`config.mk`:
```
export PLATFORM = sky130hd
export DESIGN_NAME = iob_skid_buf
export DESIGN_NICKNAME = d
export VERILOG_FILES = /design/src/rtl/iob_skid_buf_pkg.sv /design/src/rtl/iob_reg_r.sv /design/src/rtl/iob_skid_buf.sv
export SDC_FILE = /design/constraint.sdc
export NUM_CORES = 1
export LEC_CHECK = 0
export ABC_AREA = 1
export CAP_MARGIN = 25
export CORE_ASPECT_RATIO = 1.25
export CORE_UTILIZATION = 40
export DETAILED_ROUTE_END_ITERATION = 6
export HOLD_SLACK_MARGIN = 0.03
export PLACE_DENSITY = 0.66
export SETUP_SLACK_MARGIN = 0.4
export SLEW_MARGIN = 20
export SYNTH_ARGS = -nofsm -noshare
export SYNTH_HDL_FRONTEND = slang
export SYNTH_SLANG_ARGS = --single-unit
```
`constraint.sdc`:
```
create_clock -name clk_i -period 1.95 [get_ports clk_i]
set_input_delay 0.39 -clock clk_i [delete_from_list [all_inputs] [get_ports clk_i]]
set_output_delay 0.39 -clock clk_i [all_outputs]
set_load 0.005 [all_outputs]
```
`src/rtl/iob_skid_buf_pkg.sv`:
```
// iob_skid_buf shared definitions: default parameters
// and the control state encoding.
package iob_skid_buf_pkg;

  localparam int IOB_SKID_BUF_DATA_W  = 32;
  localparam int IOB_SKID_BUF_RST_VAL = 0;
  localparam int IOB_SKID_BUF_ST_W    = 2;

  typedef enum logic [IOB_SKID_BUF_ST_W-1:0] {
    IOB_SKID_BUF_EMPTY = 2'd0,
    IOB_SKID_BUF_ONE   = 2'd1,
    IOB_SKID_BUF_FULL  = 2'd2
  } iob_skid_buf_st_t;

endpackage

```
`src/rtl/iob_reg_r.sv`:
```
// iob_reg_r: register with synchronous reset
// (reset wins over enable) and load enable.
module iob_reg_r #(
  parameter int           W       = 1,
  parameter logic [W-1:0] RST_VAL = '0
) (
  input  logic         clk_i,
  input  logic         rst_i,
  input  logic         en_i,
  input  logic [W-1:0] d_i,
  output logic [W-1:0] q_o
);

  // reset to RST_VAL, otherwise load when enabled
  always_ff @(posedge clk_i) begin
    if (rst_i) begin
      q_o <= RST_VAL;
    end else if (en_i) begin
      q_o <= d_i;
    end
  end

endmodule

```
`src/rtl/iob_skid_buf.sv`:
```
// iob_skid_buf: two-entry registered valid/ready skid stage.
// Optional occupancy port via IOB_SKID_BUF_LEVEL_EN.
module iob_skid_buf
  import iob_skid_buf_pkg::*;
#(
  parameter int                DATA_W  = IOB_SKID_BUF_DATA_W,
  parameter logic [DATA_W-1:0] RST_VAL =
    DATA_W'(IOB_SKID_BUF_RST_VAL)
) (
  input  logic              clk_i,
  input  logic              rst_n_i,
  input  logic              cke_i,
  input  logic              flush_i,
  input  logic              s_valid_i,
  input  logic [DATA_W-1:0] s_data_i,
  output logic              s_ready_o,
  output logic              m_valid_o,
  output logic [DATA_W-1:0] m_data_o,
  input  logic              m_ready_i
`ifdef IOB_SKID_BUF_LEVEL_EN
  ,
  output logic [1:0]        level_o
`endif
);

  iob_skid_buf_st_t st_q;
  iob_skid_buf_st_t st_d;

  logic              s_ready_q;
  logic              m_valid_q;
  logic              clr;
  logic              xfer_in;
  logic              xfer_out;
  logic              main_en;
  logic              skid_en;
  logic [DATA_W-1:0] main_d;
  logic [DATA_W-1:0] main_q;
  logic [DATA_W-1:0] skid_q;

  assign clr      = ~rst_n_i | flush_i;
  assign xfer_in  = cke_i & s_valid_i & s_ready_q;
  assign xfer_out = cke_i & m_valid_q & m_ready_i;

  // next state and data-register load controls
  always_comb begin
    st_d    = st_q;
    main_en = 1'b0;
    skid_en = 1'b0;
    main_d  = s_data_i;
    case (st_q)
      IOB_SKID_BUF_EMPTY: begin
        if (xfer_in) begin
          st_d    = IOB_SKID_BUF_ONE;
          main_en = 1'b1;
        end
      end
      IOB_SKID_BUF_ONE: begin
        case ({xfer_in, xfer_out})
          2'b11: main_en = 1'b1;
          2'b10: begin
            st_d    = IOB_SKID_BUF_FULL;
            skid_en = 1'b1;
          end
          2'b01: st_d = IOB_SKID_BUF_EMPTY;
          default: ;
        endcase
      end
      IOB_SKID_BUF_FULL: begin
        if (xfer_out) begin
          st_d    = IOB_SKID_BUF_ONE;
          main_en = 1'b1;
          main_d  = skid_q;
        end
      end
      default: begin
        if (cke_i) begin
          st_d = IOB_SKID_BUF_EMPTY;
        end
      end
    endcase
  end

  // state plus pre-decoded ready/valid flops
  always_ff @(posedge clk_i) begin
    if (clr) begin
      st_q      <= IOB_SKID_BUF_EMPTY;
      s_ready_q <= 1'b1;
      m_valid_q <= 1'b0;
    end else begin
      st_q      <= st_d;
      s_ready_q <= (st_d != IOB_SKID_BUF_FULL);
      m_valid_q <= (st_d != IOB_SKID_BUF_EMPTY);
    end
  end

  iob_reg_r #(
    .W       (DATA_W),
    .RST_VAL (RST_VAL)
  ) u_main (
    .clk_i (clk_i),
    .rst_i (clr),
    .en_i  (main_en),
    .d_i   (main_d),
    .q_o   (main_q)
  );

  iob_reg_r #(
    .W       (DATA_W),
    .RST_VAL (RST_VAL)
  ) u_skid (
    .clk_i (clk_i),
    .rst_i (clr),
    .en_i  (skid_en),
    .d_i   (s_data_i),
    .q_o   (skid_q)
  );

  assign s_ready_o = s_ready_q;
  assign m_valid_o = m_valid_q;
  assign m_data_o  = main_q;

`ifdef IOB_SKID_BUF_LEVEL_EN
  logic [1:0] level_q;

  // occupancy mirror of the state register
  always_ff @(posedge clk_i) begin
    if (clr) begin
      level_q <= 2'd0;
    end else begin
      level_q <= st_d;
    end
  end

  assign level_o = level_q;
`endif

endmodule

```
==> impl_metrics.csv <==
group,metric,value,unit
critical_path,startpoint_type,"input port",
grt,grt_pass1_wl,13820,um
pwr,p_leak,2.333,nW
drt,vias_per_cell,4.697,
critical_path,max_stage_delay,0.27,ns
flow_run,drv_cap,0,
sta,hold_viol,0,
floorplanning,rows,35,
logic_synthesis,ys_seq_area_frac,0.4319,
clock_network,numCtsBuffers,9,
logic_synthesis,post_synth.cell_area_avg,6.406,um2
sta,setup_viol,0,
logic_synthesis,synth_area,3152,um2
sta,finalCriticalPeriod,1.532,ns
clock_network,cts_root_buf,"clkbuf_8",
min_path,min_to,"u_skid.q_o[4]",
cells_and_area,final_cell_mix,"nand2_1, nor2_1, dfxtp_1, inv_1, dlygate4sd2_1",
critical_path,timing_worst_setup_path_type,"in2reg",
pwr,power.share.switching,0.2430,
logic_synthesis,synth_xor_xnor_area_share,0,
drt,drt_iter0_drc,202,
sta,worst_pin_slew,0.3945,ns
min_path,holdPathStages,2,
sta,finClkSkew,0.008639,ns
grt,grt_max_degree,68,
logic_synthesis,ys_seq_elements,68,
cells_and_area,drive_gt1_frac,0.1615,
logic_synthesis,synth_top_family_by_area,"simple AND/OR/NAND/NOR gates",
logic_synthesis,synthAdderAreaFrac,0.007940,
grt,overflow,0,
min_path,hold_path_class,"reg2reg",
min_path,min-delay-start,"u_skid.q_o[4]",
clock_network,cts.sink_count,68,
critical_path,crit_slowest_cell,"dlygate4sd2_1",
logic_synthesis,yosysWarnings,0,
critical_path,rr_endpoint,"u_main.q_o[15]",
sta,max_freq,652.9,MHz
floorplanning,core_area,7488,um2
logic_synthesis,syn_nets,532,
drt,dr.pass1.iters,4,
logic_synthesis,syn_inst,492,
sta,finalCritPeriodShare,0.7855,
pwr,peakVddDrop,407.1,uV
pwr,combPwrFrac,0.108,
drt,wire_per_inst,12.59,um
floorplanning,die_area,8241,um2
drt,wl,8488,um
placed_design,dp_slack,-0.3062,ns
critical_path,cp_cell_sequence,"dlygate4sd2_1, nand3_2, inv_2, buf_4, ha_4, inv_2, nor2_2, nor2_4, buf_2, nand3_1, nand2_1, nor2_1",
clock_network,holdBufCountCts,0,
drt,vias,3166,
grt,grt_pass1_vias,2937,
clock_network,htree_levels,3,
placed_design,hpwl,4973,um
critical_path,cp_max_fo,5,
cells_and_area,final.fill_count,733,
drt,antenna_left,0,
grt,antenna_found_initial,0,
floorplanning,fp.dieH,101.2,um
critical_path,cp_common_cell,"inv_2",
floorplanning,initial_utilization,0.4209,
sta,fin_ws,0.4183,ns
sta,rsz0062_at_grt,"true",
clock_network,clkLatencyLatePin,0.34,ns
cells_and_area,area_growth,42.12,%
logic_synthesis,synthMuxAreaShare,0,
cells_and_area,diodes,0,
placed_design,gp_congestion,0.8432,
clock_network,cts.path.max_buffers,2,
logic_synthesis,ys_types,19,
floorplanning,dieWidth,81.40,um
floorplanning,io_pins,72,
pwr,power_report.internal_total,2.312,mW
critical_path,end_kind,"flip-flop",
cells_and_area,final_core_util,0.5982,
placed_design,io_buffers,71,
logic_synthesis,yosys.area.top_type,"dfxtp_1",
sta,slew_violations,0,
logic_synthesis,synth_top_area_frac,0.4319,
drt,route.detailed.drc,0,
pwr,powerDensity,681.7,nW/um2
status,status,"completed",
cells_and_area,mostFrequentLayoutCell,"nand2_1",
pwr,power.switching,742.0,uW
critical_path,arrival,1.77,ns
grt,globalRouteTotalUtil,0.2187,
pwr,seq_power_share,0.469,
logic_synthesis,synthTopCellsByArea,"dfxtp_1, nand2_1, nor2_1",
cells_and_area,nNetsFinal,617,
critical_path,rrSetupSlack,0.43,ns
critical_path,r2r_cells,11,
clock_network,cts_tree,"yes",
logic_synthesis,synth-simple-area-share,0.4045,
sta,maxSlewHeadroom,0.7370,
clock_network,path_clk_slew,0.07,ns
logic_synthesis,synth-compound-area-share,0.05081,
critical_path,r2r-start,"s_ready_o",
pwr,pwr-share-clk,0.423,
critical_path,worstPathRequired,2.19,ns
-- how the worst max path moves through the flow --
stage / start / cells past startpoint / endpoint
5_1_grt: s_ready_o / 11 / u_main.q_o[22]
4_1_cts: s_ready_o / 11 / u_main.q_o[8]
3_5_place_dp: cke_i / 9 / u_main.q_o[4]
2_1_floorplan: cke_i / 10 / u_main.q_o[21]
6_report: cke_i / 12 / u_main.q_o[15]
3_3_place_gp: cke_i / 9 / u_main.q_o[23]
-- critical path, delay by kind of cell --
family                     cells  cell delay, ns
and+or+nand+nor                6            0.52
adders and majority gates      1            0.15
buffers and inverters          5            0.70
-- kinds of logic after synthesis --
| kind of cell | after synthesis |
|---|---|
| AO/OA/AOI/OAI | 32 |
| AND/OR/NAND/NOR | 316 |
| flip-flops | 68 |
| adder cells (fa/ha/maj) | 2 |
| buffers and inverters | 74 |
-- per-layer routing --
| layer | vias up | wire length (um) | track usage |
|---|---|---|---|
| met5 | - | 0 | 0 |
| met4 | 0 | 129 | 0.09341 |
| met3 | 12 | 296 | 0.03784 |
| met2 | 66 | 4287 | 0.3782 |
| met1 | 1432 | 3774 | 0.2619 |
| li1 | 1656 | - | - |
-- power groups by stage --
| stage | logic (mW) | registers [mW] | clock network, mW |
|---|---|---|---|
| 2_1_floorplan | 0.151 | 1.46 | 0 |
| 3_3_place_gp | 0.316 | 1.46 | 0 |
| 3_5_place_dp | 0.319 | 1.46 | 0 |
| 4_1_cts | 0.329 | 1.43 | 1.30 |
| 5_1_grt | 0.367 | 1.44 | 1.37 |
| 6_report | 0.331 | 1.43 | 1.29 |
-- state kept, by name, summed over array words and instances, names as in the netlist --
signal      count
m_valid_o       1
s_ready_o       1
st_q            2
u_main.q_o     32
u_skid.q_o     32
-- area by class of cell --
| cell class | instances | area [um2] | share of cell area |
|---|---|---|---|
| well taps | 92 | 115.1 | 0.02570 |
| flip-flops and latches | 68 | 1386 | 0.3095 |
| clock inverters | 6 | 87.58 | 0.01955 |
| repair buffers | 101 | 1044 | 0.2330 |
| inverters | 46 | 180.2 | 0.04022 |
| multi-input cells | 351 | 1539 | 0.3436 |
| clock buffers | 10 | 127.6 | 0.02849 |
-- metrics by stage --
stage / total power, mW / hold slack [ns] / cells / instance area [um2] / TNS (ns)
after floorplan: 1.614 / 0.4653 / 492 / 3152 / 0
after global placement: 1.779 / 0.4779 / 643 / 3998 / -8.585
after detailed placement: 1.781 / 0.4891 / 643 / 3998 / -11.88
after CTS: 3.062 / 0.5050 / 673 / 4438 / 0
after global routing: 3.171 / 0.5303 / 674 / 4479 / 0
final: 3.054 / 0.5073 / 674 / 4479 / 0
-- timing repair --
action / in CTS / in global routing
endpoints found under the setup margin: 100 / 28
gates resized for setup: 83 / 11
setup buffers: 9 / 0
pin swaps: 9 / 0
cloned: 5 / 1
-- cells in the mapped netlist, drive strengths merged --
master,n
buf,20
clkbuf,8
dfxtp,68
ha,2
inv,46
nand2,142
nand3,37
nand4,1
nor2,136
o21ai,32
No activity file was read; power rests on OpenSTA's default activity.
==> variant: new RTL, same settings <==
The package constant `IOB_SKID_BUF_DATA_W` goes from 32 to 64.
--- a/src/rtl/iob_skid_buf_pkg.sv
+++ b/src/rtl/iob_skid_buf_pkg.sv
@@ -2,7 +2,7 @@
 // and the control state encoding.
 package iob_skid_buf_pkg;
 
-  localparam int IOB_SKID_BUF_DATA_W  = 32;
+  localparam int IOB_SKID_BUF_DATA_W  = 64;
   localparam int IOB_SKID_BUF_RST_VAL = 0;
   localparam int IOB_SKID_BUF_ST_W    = 2;
 
Ports: changed (resized m_data_o and s_data_i); port bits go from 72 to 136. The function was not compared with the original's and may differ.
==> variant against the unedited design <==
  * Sequential cell count rose by 64
  * First-iteration DRC count rose by 85%
  * Power rose by 120%
  * Routed wire length rose by 110%
  * Count of clock-buffer cells in the layout rose by 8
  * Synthesized area rose by 91%
  * Fmax fell by 2.9%
  * Setup slack got worse by 0.046 ns
  * Final area rose by 100%
  * The run now ends with DRC left
  * Critical path depth fell by 1
  * Register-to-register slack got worse by 0.06 ns
  * Clock power rose to 2.6 times the old value
==> variant: results (changes against the unedited design) <==
status:
  outcome: "finished, violations left"
  violations: "DRC"
clocking:
  cts-htree-levels: 4  # +1
  clock_path_buffers: 2  # unchanged
  root_buffer: "clkbuf_16"
  clk_pin_slew_worst_paths_ns: 0.06
  cts_made_buffers: 17  # +8
  clk_latency_ns: 0.42  # +0.08 ns
routing:
  drtIter0Drc: 373  # +85%
  num_vias: 6139  # +94%
  route.detailed.wl_per_inst_um: 14.14  # +12%
  drc: 9  # +9
  drt_pre_antenna_iters: 7  # +3
synthesis:
  ys_seq_area_frac: 0.4391  # +0.007168
  synth_mux_area_frac: 0  # unchanged
  syn_nets: 1012  # +90%
  async_reset_ff_frac: 0  # unchanged
  synthTopCellsByCount: "nand2_1 (266), nor2_1 (259), dfxtp_1 (132)"
  netlist_instances: 940  # +91%
  synthAdderAreaFrac: 0.004158  # -0.003782
  synthXorXnorAreaFrac: 0  # unchanged
  ys.flop_type: "dfxtp_1"
  netlist-cell-type-count: 18  # -1
  ys_top_cells_by_area: "dfxtp_1 (44%), nand2_1 (17%), nor2_1 (16%)"
  yosys_warnings: 0  # unchanged
  synth_compound_gate_area_share: 0.05322  # +0.002409
setup_path:
  arrival_ns: 1.89  # +0.12 ns
  cp-startpoint: "s_ready_o$_SDFF_PP1_"
  cp_slowest_cell: "dfxtp_2"
  cpPeakStageDelay_ns: 0.34  # +0.07 ns
  path_max_fanout: 8  # +3
  crit_family: "buffers and inverters"
grt:
  grt_use_total: 0.2274  # +0.008720
  grt_pass1_vias: 5368  # +83%
  grt_start_max_net_pins: 59  # -13%
  grt_first_pass_wirelength_um: 27870  # +100%
  antenna_found_initial: 0  # unchanged
placed_design:
  io_buffers: 135  # +90%
  place_congestion: 0.7828  # -7.2%
  dp.cells: 1228  # +91%
  hpwl_um: 10290  # +110%
  placed_area_um2: 7747  # +94%
  dp_slack_ns: -0.1078  # +0.1985 ns
min_path:
  min-delay-start: "u_skid.q_o[35]$_SDFFE_PP0P_"
  min_path_type: "reg2reg"
power:
  leakagePower_nw: 4.620  # +98%
  ir_drop_mv: 0.5691  # +40%
sta:
  slew_headroom: 0.8039  # +0.06684
  clock_skew_ns: 0.007423  # -0.001217 ns
  slew_violations: 0  # unchanged
finish:
  stdcell_count: 1289  # +91%
  layout-drive-gt1-share: 0.1449  # -0.01660
  antenna_cells: 0  # unchanged
  largestRegisters: "u_main.q_o x64, u_skid.q_o x64, st_q x2"
-- variant: cell count changes in the layout (fill, tap and decap cells not counted), sizes merged, moves of 4 or more --
cell,before,now
nand2,142,270
nor2,137,264
dfxtp,68,132
inv,47,81
clkdlybuf4s50,34,66
nand3,37,69
o21ai,32,64
dlygate4sd2,37,68
buf,29,58
clkbuf,10,23
clkinvlp,0,4
-- variant: what timing repair did --
item / CTS / global route
pin swaps: 6 / 15
setup buffers: 11 / 6
hold buffers: 0 / 0
endpoints found under the setup margin: 187 / 85
gates cloned: 7 / 5
gates resized for setup: 108 / 49
-- variant: report_power, final --
group          switching (mW)  internal, mW
logic                   0.319         0.343
clock network            1.27          2.06
registers              0.0296          2.75
-- variant: layer usage --
metal | wire [um] | vias to the layer above | GRT usage
li1 | - | 3176 | -
met1 | 8113 | 2783 | 0.2862
met2 | 8982 | 158 | 0.3815
met3 | 844 | 22 | 0.05157
met4 | 284 | 0 | 0.07610
met5 | 0 | - | 0
-- variant: path summary, 6_finish.rpt --
| kind | to | depth (start not counted) | slack (ns) |
|---|---|---|---|
| worst max-delay path | u_skid.q_o[18]$_SDFFE_PP0P_ | 11 | 0.37 |
| worst max register to register | u_skid.q_o[18]$_SDFFE_PP0P_ | 11 | 0.37 |
| worst min-delay path | u_skid.q_o[35]$_SDFFE_PP0P_ | 2 | 0.50 |
| worst min register to register | u_skid.q_o[35]$_SDFFE_PP0P_ | 2 | 0.50 |
-- variant: final cells by class --
| cell class | count | area, um^2 |
|---|---|---|
| tap | 178 | 222.7 |
| inverter | 78 | 309.0 |
| fill | 1309 | 5555 |
| timing repair buffer | 199 | 2271 |
| multi-input combinational | 670 | 2888 |
| clock buffer | 18 | 439.2 |
| sequential | 132 | 2668 |
| clock inverter | 14 | 177.7 |
